===== src/rtl/clk_gate_ctrl_if.sv =====
// Bundle of configuration, per-domain handshake and gate-enable signals for clk_gate_ctrl.
// master drives the controller inputs; slave is the controller itself.
interface clk_gate_ctrl_if #(
    parameter int NUM_DOM = 4,
    parameter int IDLE_W  = 8
);
    logic                cfg_enable;
    logic [IDLE_W-1:0]   idle_thresh;
    logic [NUM_DOM-1:0]  activity;
    logic [NUM_DOM-1:0]  wake_req;
    logic [NUM_DOM-1:0]  sleep_ack;
    logic [NUM_DOM-1:0]  clk_en;
    logic [NUM_DOM-1:0]  sleep_req;
    logic [NUM_DOM-1:0]  dom_ready;
    logic                all_off;

    // sleep_req/sleep_ack form a level handshake: the controller holds sleep_req
    // while in DRAIN and samples sleep_ack only there; activity aborts the request.
    modport master (
        output cfg_enable, idle_thresh, activity, wake_req, sleep_ack,
        input  clk_en, sleep_req, dom_ready, all_off
    );

    modport slave (
        input  cfg_enable, idle_thresh, activity, wake_req, sleep_ack,
        output clk_en, sleep_req, dom_ready, all_off
    );
endinterface


===== src/rtl/clk_gate_ctrl.sv =====
// Per-domain clock-gate sequencer: ON -> DRAIN (sleep handshake) -> OFF -> WAKE -> ON.
// All outputs are registered and decoded from the next state so they align with it.
module clk_gate_ctrl #(
    parameter int NUM_DOM  = 4,
    parameter int IDLE_W   = 8,
    parameter int WAKE_CYC = 4,
    parameter int WAKE_W   = 4
) (
    input  logic                   clk,
    input  logic                   reset_n,
    clk_gate_ctrl_if.slave         bus,
    output logic [2*NUM_DOM-1:0]   dbg_state
);
    typedef enum logic [1:0] {
        ST_ON    = 2'd0,
        ST_DRAIN = 2'd1,
        ST_OFF   = 2'd2,
        ST_WAKE  = 2'd3
    } dom_state_e;

    localparam logic [IDLE_W-1:0] IDLE_ONE  = IDLE_W'(1);
    localparam logic [WAKE_W-1:0] WAKE_ONE  = WAKE_W'(1);
    localparam logic [WAKE_W-1:0] WAKE_LOAD = WAKE_W'(WAKE_CYC - 1);

    logic [NUM_DOM-1:0] on_d;
    logic [NUM_DOM-1:0] drain_d;
    logic [NUM_DOM-1:0] off_d;

    for (genvar g = 0; g < NUM_DOM; g++) begin : g_dom
        dom_state_e        state_q, state_d;
        logic [IDLE_W-1:0] idle_q, idle_d;
        logic [WAKE_W-1:0] wake_q, wake_d;

        always_ff @(posedge clk or negedge reset_n) begin
            if (!reset_n) begin
                state_q <= ST_ON;
                idle_q  <= '0;
                wake_q  <= '0;
            end else begin
                state_q <= state_d;
                idle_q  <= idle_d;
                wake_q  <= wake_d;
            end
        end

        always_comb begin
            state_d = state_q;
            idle_d  = idle_q;
            wake_d  = wake_q;
            case (state_q)
                ST_ON: begin
                    if (bus.activity[g])
                        idle_d = '0;
                    else if (idle_q != '1)
                        idle_d = idle_q + IDLE_ONE;
                    // Equality (not >=) so a lowered threshold waits for activity to clear the count.
                    if (bus.cfg_enable && (bus.idle_thresh != '0) && !bus.activity[g] &&
                        (idle_q == bus.idle_thresh - IDLE_ONE))
                        state_d = ST_DRAIN;
                end
                ST_DRAIN: begin
                    if (bus.activity[g] || !bus.cfg_enable) begin
                        state_d = ST_ON;
                        idle_d  = '0;
                    end else if (bus.sleep_ack[g]) begin
                        state_d = ST_OFF;
                    end
                end
                ST_OFF: begin
                    if (bus.activity[g] || bus.wake_req[g] || !bus.cfg_enable) begin
                        state_d = ST_WAKE;
                        wake_d  = WAKE_LOAD;
                    end
                end
                ST_WAKE: begin
                    if (wake_q == '0) begin
                        state_d = ST_ON;
                        idle_d  = '0;
                    end else begin
                        wake_d = wake_q - WAKE_ONE;
                    end
                end
                default: state_d = ST_ON;
            endcase
        end

        assign on_d[g]    = (state_d == ST_ON);
        assign drain_d[g] = (state_d == ST_DRAIN);
        assign off_d[g]   = (state_d == ST_OFF);
        assign dbg_state[2*g +: 2] = state_q;
    end

    always_ff @(posedge clk or negedge reset_n) begin
        if (!reset_n) begin
            bus.clk_en    <= '1;
            bus.sleep_req <= '0;
            bus.dom_ready <= '1;
            bus.all_off   <= 1'b0;
        end else begin
            bus.clk_en    <= ~off_d;
            bus.sleep_req <= drain_d;
            bus.dom_ready <= on_d;
            bus.all_off   <= &off_d;
        end
    end
endmodule


===== src/flat_wrapper.sv =====
// flat-port wrapper written by rule: the top's interface ports become plain ports
module clk_gate_ctrl_flat 
#(
    parameter int NUM_DOM  = 4,
    parameter int IDLE_W   = 8,
    parameter int WAKE_CYC = 4,
    parameter int WAKE_W   = 4
)
  (clk, reset_n, dbg_state, bus_cfg_enable, bus_idle_thresh, bus_activity, bus_wake_req, bus_sleep_ack, bus_clk_en, bus_sleep_req, bus_dom_ready, bus_all_off);
  clk_gate_ctrl_if #(.NUM_DOM(NUM_DOM), .IDLE_W(IDLE_W)) bus_i ();
  input  logic clk;
  input  logic reset_n;
  output logic [2*NUM_DOM-1:0] dbg_state;
  input wire logic [$bits(bus_i.cfg_enable)-1:0] bus_cfg_enable;
  input wire logic [$bits(bus_i.idle_thresh)-1:0] bus_idle_thresh;
  input wire logic [$bits(bus_i.activity)-1:0] bus_activity;
  input wire logic [$bits(bus_i.wake_req)-1:0] bus_wake_req;
  input wire logic [$bits(bus_i.sleep_ack)-1:0] bus_sleep_ack;
  output wire logic [$bits(bus_i.clk_en)-1:0] bus_clk_en;
  output wire logic [$bits(bus_i.sleep_req)-1:0] bus_sleep_req;
  output wire logic [$bits(bus_i.dom_ready)-1:0] bus_dom_ready;
  output wire logic [$bits(bus_i.all_off)-1:0] bus_all_off;
  assign bus_i.cfg_enable = bus_cfg_enable;
  assign bus_i.idle_thresh = bus_idle_thresh;
  assign bus_i.activity = bus_activity;
  assign bus_i.wake_req = bus_wake_req;
  assign bus_i.sleep_ack = bus_sleep_ack;
  assign bus_clk_en = bus_i.clk_en;
  assign bus_sleep_req = bus_i.sleep_req;
  assign bus_dom_ready = bus_i.dom_ready;
  assign bus_all_off = bus_i.all_off;
  clk_gate_ctrl #(.NUM_DOM(NUM_DOM), .IDLE_W(IDLE_W), .WAKE_CYC(WAKE_CYC), .WAKE_W(WAKE_W)) u_core (.clk(clk), .reset_n(reset_n), .bus(bus_i), .dbg_state(dbg_state));
endmodule

===== config.mk =====
export PLATFORM = sky130hd
export DESIGN_NAME = clk_gate_ctrl_flat
export DESIGN_NICKNAME = d
export VERILOG_FILES = /design/src/rtl/clk_gate_ctrl_if.sv /design/src/rtl/clk_gate_ctrl.sv /design/src/flat_wrapper.sv
export SDC_FILE = /design/constraint.sdc
export NUM_CORES = 1
export LEC_CHECK = 0
export ABC_AREA = 1
export BUFFER_PORTS_ARGS = -buffer_cell sky130_fd_sc_hd__buf_2
export CAP_MARGIN = 20
export CORE_MARGIN = 3
export CORE_UTILIZATION = 43
export DETAILED_ROUTE_END_ITERATION = 10
export GPL_TIMING_DRIVEN = 0
export PLACE_DENSITY = 0.61
export SYNTH_ARGS = -nofsm -noshare
export SYNTH_HDL_FRONTEND = slang
export SYNTH_SLANG_ARGS = --single-unit

===== constraint.sdc =====
create_clock -name clk -period 3.6 [get_ports clk]
set_clock_uncertainty 0.15 [all_clocks]
set_input_delay 0.36 -clock clk [delete_from_list [all_inputs] [get_ports clk]]
set_output_delay 0.36 -clock clk [all_outputs]
set_load 0.05 [all_outputs]

# --- Yosys cells after proc, flatten, opt, wreduce, memory -nomap -nowiden ---
# Index checks and enable logic that the tools add are counted.
totals:
  reg_bits: 69
  out_inout_bits: 21
  in_bits: 23
classes:
  bitwise_logic: 1
  eq_ne: 48
  muxes: 56
  n_addsub: 9
  n_reduce_logical: 56
op_table:
  columns: ["op", "n"]
  rows:
  - ["2-to-1 mux 8 bit", 16]
  - ["one-hot mux 8 bit (3 select lines)", 4]
  - ["2-to-1 mux 2 bit", 20]
  - ["adder 8 x 1 -> 8 bit (second input constant)", 4]
  - ["== test 8 bit", 4]
  - ["2-to-1 mux 4 bit", 8]
  - ["!= test 8 bit (second input constant)", 4]
  - ["one-hot mux 2 bit (4 select lines)", 4]
  - ["one-hot mux 4 bit (2 select lines)", 4]
  - ["== test 2 bit (second input constant)", 12]
  - ["!= test 2 x 1 -> 1 bit (second input constant)", 12]
  - ["AND reduction 4 bit", 5]
  - ["== test 2 x 1 -> 1 bit (second input constant)", 8]
  - ["zero test 2 bit", 8]
  - ["zero test 4 bit", 4]
  - ["subtractor 4 x 1 -> 4 bit (second input constant)", 4]
  - ["logical OR 1 bit", 12]
  - ["!= test 3 x 2 -> 1 bit (second input constant)", 4]
  - ["AND reduction 3 bit", 4]
  - ["nonzero test 3 bit", 4]
  - ["logical AND 1 bit", 9]
  - ["!= test 2 bit (second input constant)", 4]
  - ["nonzero test 2 bit", 4]
  - ["nonzero test 8 bit", 1]
  - ["other kinds (3)", 7]

# --- Longest topological paths before layout ---
depth:
  word_depth: 8
  ltp_mapped: 16

# --- Worst setup path before layout ---
# OpenSTA, ideal clock, no wires.
synth_path:
  path_kind: "input-to-reg"
  startpoint: "input bus_idle_thresh[0]"
  endpoint: "register u_core.bus.all_off"
  path_slack_ns: 1.531
  cell_stages: 14
  path_buffers: 1
  t_required_ns: 3.336
  setup_ns: 0.114
  arrival_ns: 1.804
  path_cell_list: "buf_2 -> inv_2 -> ha_1 -> inv_2 -> nand2_1 -> nand2_2 -> xor2_1 -> nand3_1 -> nor2_1 -> nand3_2 -> nand2_4 -> nor2_4 -> nand2_1 -> nor2_1"
synth_between:
  elab_chain_cells: 8
synth_rtl:
  columns: ["item", "line_no", "text"]
  rows:
  - ["start, declared", "flat_wrapper.sv:15", "input wire logic [$bits(bus_i.idle_thresh)-1:0] bus_idle_thresh;"]
  - ["branches (longest 3 deep; another with subtractor 8 x 1 -> 8 bit)", null, null]
  - ["logical AND 1 bit (*)", "clk_gate_ctrl.sv:57", "if (bus.cfg_enable && (bus.idle_thresh != '0) && !bus.activity[g] &&"]
  - ["2-to-1 mux 2 bit (*)", "clk_gate_ctrl.sv:57", null]
  - ["one-hot mux 2 bit (4 select lines) (*)", "clk_gate_ctrl.sv:50", "case (state_q)"]
  - ["net u_core.g_dom[2].state_d[0]", "clk_gate_ctrl.sv:30", "dom_state_e state_q, state_d;"]
  - ["== test 2 bit (*)", "clk_gate_ctrl.sv:89", "assign off_d[g] = (state_d == ST_OFF);"]
  - ["AND reduction 4 bit (*)", "clk_gate_ctrl.sv:103", "bus.all_off <= &off_d;"]
  - ["end signal, assigned", "clk_gate_ctrl.sv:103", null]
  - ["end, declared", "clk_gate_ctrl_if.sv:26", "output clk_en, sleep_req, dom_ready, all_off"]
# Mark *: on every way through the listed nets, which the timed path passes.
# A chain may end at the register's enable or synchronous reset.

# --- Final worst setup path ---
layout_path:
  startpoint: "register u_core.g_dom[3].wake_q[0]"
  endpoint: "register u_core.g_dom[3].idle_q[3]"
layout_between:
  elab_chain_cells: 3
layout_rtl:
  columns: ["item", "line_no", "text"]
  rows:
  - ["start, declared", "clk_gate_ctrl.sv:32", "logic [WAKE_W-1:0] wake_q, wake_d;"]
  - ["start signal, assigned", "clk_gate_ctrl.sv:42", "wake_q <= wake_d;"]
  - ["zero test 4 bit", "clk_gate_ctrl.sv:76", "if (wake_q == '0) begin"]
  - ["!= test 2 x 1 -> 1 bit (no source line)", null, null]
  - ["AND reduction 4 bit (no source line)", null, null]
  - ["end signal, assigned", "clk_gate_ctrl.sv:41", "idle_q <= idle_d;"]
  - ["end, declared", "clk_gate_ctrl.sv:31", "logic [IDLE_W-1:0] idle_q, idle_d;"]
# No other way between the ends.

==> flow_summary_export.csv <==
group,metric,value,unit
clock_network,cts_repair_resize_count,0,
critical_path,crit_fanout,7,
final_layout,layout.nets,654,
final_layout,layout_common_cells,"nand2_1 (93), inv_1 (73), nor2_1 (61), dfrtp_1 (61), nand3_1 (55)",
die,start_util,44.5,%
clock_network,postCtsSetupRepairBufs,0,
routing,num_vias,3788,
flow_run,cap_violations,0,
critical_path,cp_top_family,"simple AND/OR/NAND/NOR gates",
sta,rsz0062_at_grt,"no",
global_route,first_global_vias,3707,
clock_network,cts_tree,"built",
placement,place_congestion,0.855,
placement,dp_hpwl,7600,um
synthesis,synth_area,0.00437,mm2
min_path,min_path_type,"in -> reg",
clock_network,cts.path.max_buffers,2,
global_route,grt_start_max_net_pins,70,
synthesis,synth_ff_type,"dfrtp_1",
routing,viasPerCell,5.02,
synthesis,ys_seq_elements,69,
die,die-area,0.0114,mm2
synthesis,synth.distinct_cells,41,
sta,max_freq,468,MHz
sta,relSlewSlack,41.8,%
critical_path,setup.worst_path.class,"reg -> reg",
synthesis,avgSynthCellArea,7.76,um2
power,vdd_drop_max,0.295,mV
routing,detail_route.iter0.violations,190,
synthesis,syn_inst,563,
die,row_count,36,
global_route,antenna_found_initial,0,
critical_path,cp_cell_sequence,"inv_1 > ha_1 > nand3_1 > nand3_1 > inv_1 > nor2_2 > nand2_1 > nor2_2 > inv_2 > nor2_1 > xor2_1 > nor2_1",
die,core_area,0.00982,mm2
routing,wl,10200,um
sta,fin_crit,2140,ps
placement,placed_cells,738,
final_layout,insertedDiodeCount,0,
synthesis,ys_top_cells_by_area,"dfrtp_1 (35%), nand2_1 (8.0%), nand3_1 (6.3%), inv_1 (6.3%), nor2_1 (5.2%)",
routing,ant_nets,0,
critical_path,critical_path_buf_inv_count,3,
critical_path,cpPeakStageDelay,360,ps
clock_network,cts_max_level,3,
critical_path,crit_arrival,2230,ps
global_route,grt_pass1_wl,17100,um
power,finalPower,2400,uW
routing,firstDrtPassIters,4,
final_layout,n_fill_cell,975,
synthesis,seq_area_frac_synth,39.8,%
synthesis,yosysWarnings,0,
power,p_per_area,482,mW/mm2
synthesis,synthDominantCellAreaShare,35.0,%
global_route,grtUsageTotal,19.1,%
synthesis,synth_enable_flop_cells,0,
sta,finalSetupTns,0,ps
synthesis,syn-num-nets,600,
die,die_h,107,um
synthesis,synth_top_area_cell,"dfrtp_1",
final_layout,layout-drive-gt1-share,22.0,%
run_status,outcome,"complete, no violations",
sta,tightestPinTransition,874,ps
sta,hold_violations,0,
power,cellLeakagePower,0.00236,uW
sta,slew_violations,0,
final_layout,synthToLayoutAreaGrowth,14.1,%
sta,finalCritPeriodShare,59.3,%
final_layout,final_common_cell,"nand2_1",
final_layout,fin_cells,755,
clock_network,cts_root_buf,"clkbuf_8",
placement,io_buffers,42,
critical_path,startpoint_type,"flip-flop",
routing,wl_per_cell,13.5,um
synthesis,async_flop_share,100,%
clock_network,clkTransAtPathRegs,70,ps
routing,drc_errors,0,
clock_network,cts_buffers,9,
clock_network,clkLatencyLatePin,360,ps
critical_path,required,3700,ps
global_route,overflow,0,
clock_network,numClockSinks,69,
critical_path,slowest_stage,"dfrtp_1",
die,fp.dieW,107,um
die,ios,44,
sta,setup_viol,0,
critical_path,end_kind,"flip-flop",
## area by class of cell
cell class                 count  area (um2)  share of cell area (%)
inverter                      94         355                    7.13
buffer                         2        10.0                   0.201
multi-input combinational    398        2260                    45.5
clock inverter                 4        70.1                    1.41
timing repair buffer          43         223                    4.47
clock buffer                  12         155                    3.11
tap                          133         166                    3.34
sequential                    69        1740                    34.9
## power breakdown
group	switching [uW]	internal, uW	leakage [uW]
registers	85.6	908	0.000914
clock network	301	426	0.000116
logic	464	218	0.00133
## stage by stage
step / utilization [%] / instance area, um2 / hold slack [ps] / setup slack, ps
floorplan: - / 4370 / -85.6 / 1530
global placement: 48.3 / 4740 / 359 / 1140
detailed placement: 48.3 / 4750 / 370 / 1120
CTS: 50.7 / 4980 / 167 / 1450
global route: 50.7 / 4980 / 185 / 1270
finish: 50.7 / 4980 / 192 / 1460
## what timing repair did
item / in CTS / in global routing
hold buffers: 1 / 0
endpoints found under the setup margin: 0 / 0
hold endpoints to repair: 16 / 0
## kinds of logic (layout without fill, tap and decap cells)
kind of cell,count (synthesis),after routing,synth area share (%)
AO/OA/AOI/OAI,97,97,13.6
XOR/XNOR,15,15,3.01
adder cells (fa/ha/maj),14,14,4.01
buffers and inverters,96,155,8.37
flip-flops,69,69,39.8
multiplexers,1,1,0.229
AND/OR/NAND/NOR,271,271,31.0
## path summary, 6_finish.rpt
kind | startpoint | to | slack, ps | cells past startpoint
worst max-delay path | u_core.g_dom[3].wake_q[0]$_DFFE_PN0P_ | u_core.g_dom[3].idle_q[3]$_DFFE_PN0P_ | 1460 | 12
worst min-delay path | bus_sleep_ack[0] | u_core.g_dom[0].state_q[1]$_DFF_PN0_ | 190 | 3
worst max register to register | u_core.g_dom[3].wake_q[0]$_DFFE_PN0P_ | u_core.g_dom[3].idle_q[3]$_DFFE_PN0P_ | 1460 | 12
worst min register to register | u_core.g_dom[1].wake_q[1]$_DFFE_PN0P_ | u_core.g_dom[1].wake_q[1]$_DFFE_PN0P_ | 380 | 2
max in group asynchronous | reset_n | u_core.g_dom[3].state_q[0]$_DFF_PN0_ | 2230 | 2
min in group asynchronous | reset_n | u_core.g_dom[0].wake_q[0]$_DFFE_PN0P_ | 510 | 2
## worst min-delay path, cell delays in order
cell,delay (ps)
buf_2,100
inv_1,90
o21ai_2,100
## cell usage after synthesis, drive strengths merged, types with 4 or more instances
master and instances:
nand2 105, xor2 11, ha 14, dfrtp 61, a21oi 38, xnor2 4
o21a 6, nor2 75, inv 94, dfstp 8, nor3 16, nand4 9
nand3 61, o21ai 41
## sequential cells by signal, indices dropped and copies added (netlist names)
register / cells
u_core.bus.sleep_req: 4
u_core.bus.all_off: 1
u_core.g_dom.wake_q: 16
u_core.bus.clk_en: 4
u_core.bus.dom_ready: 4
u_core.g_dom.idle_q: 32
u_core.g_dom.state_q: 8
## layer usage
metal / GRT usage, % / routed length [um] / vias up
met5: 0 / 0 / -
met4: 6.94 / 93 / 0
met3: 4.46 / 603 / 6
met2: 31.4 / 4920 / 76
met1: 24.7 / 4610 / 1749
li1: - / - / 1957
Note: power is estimated with default switching activity, not from simulation.
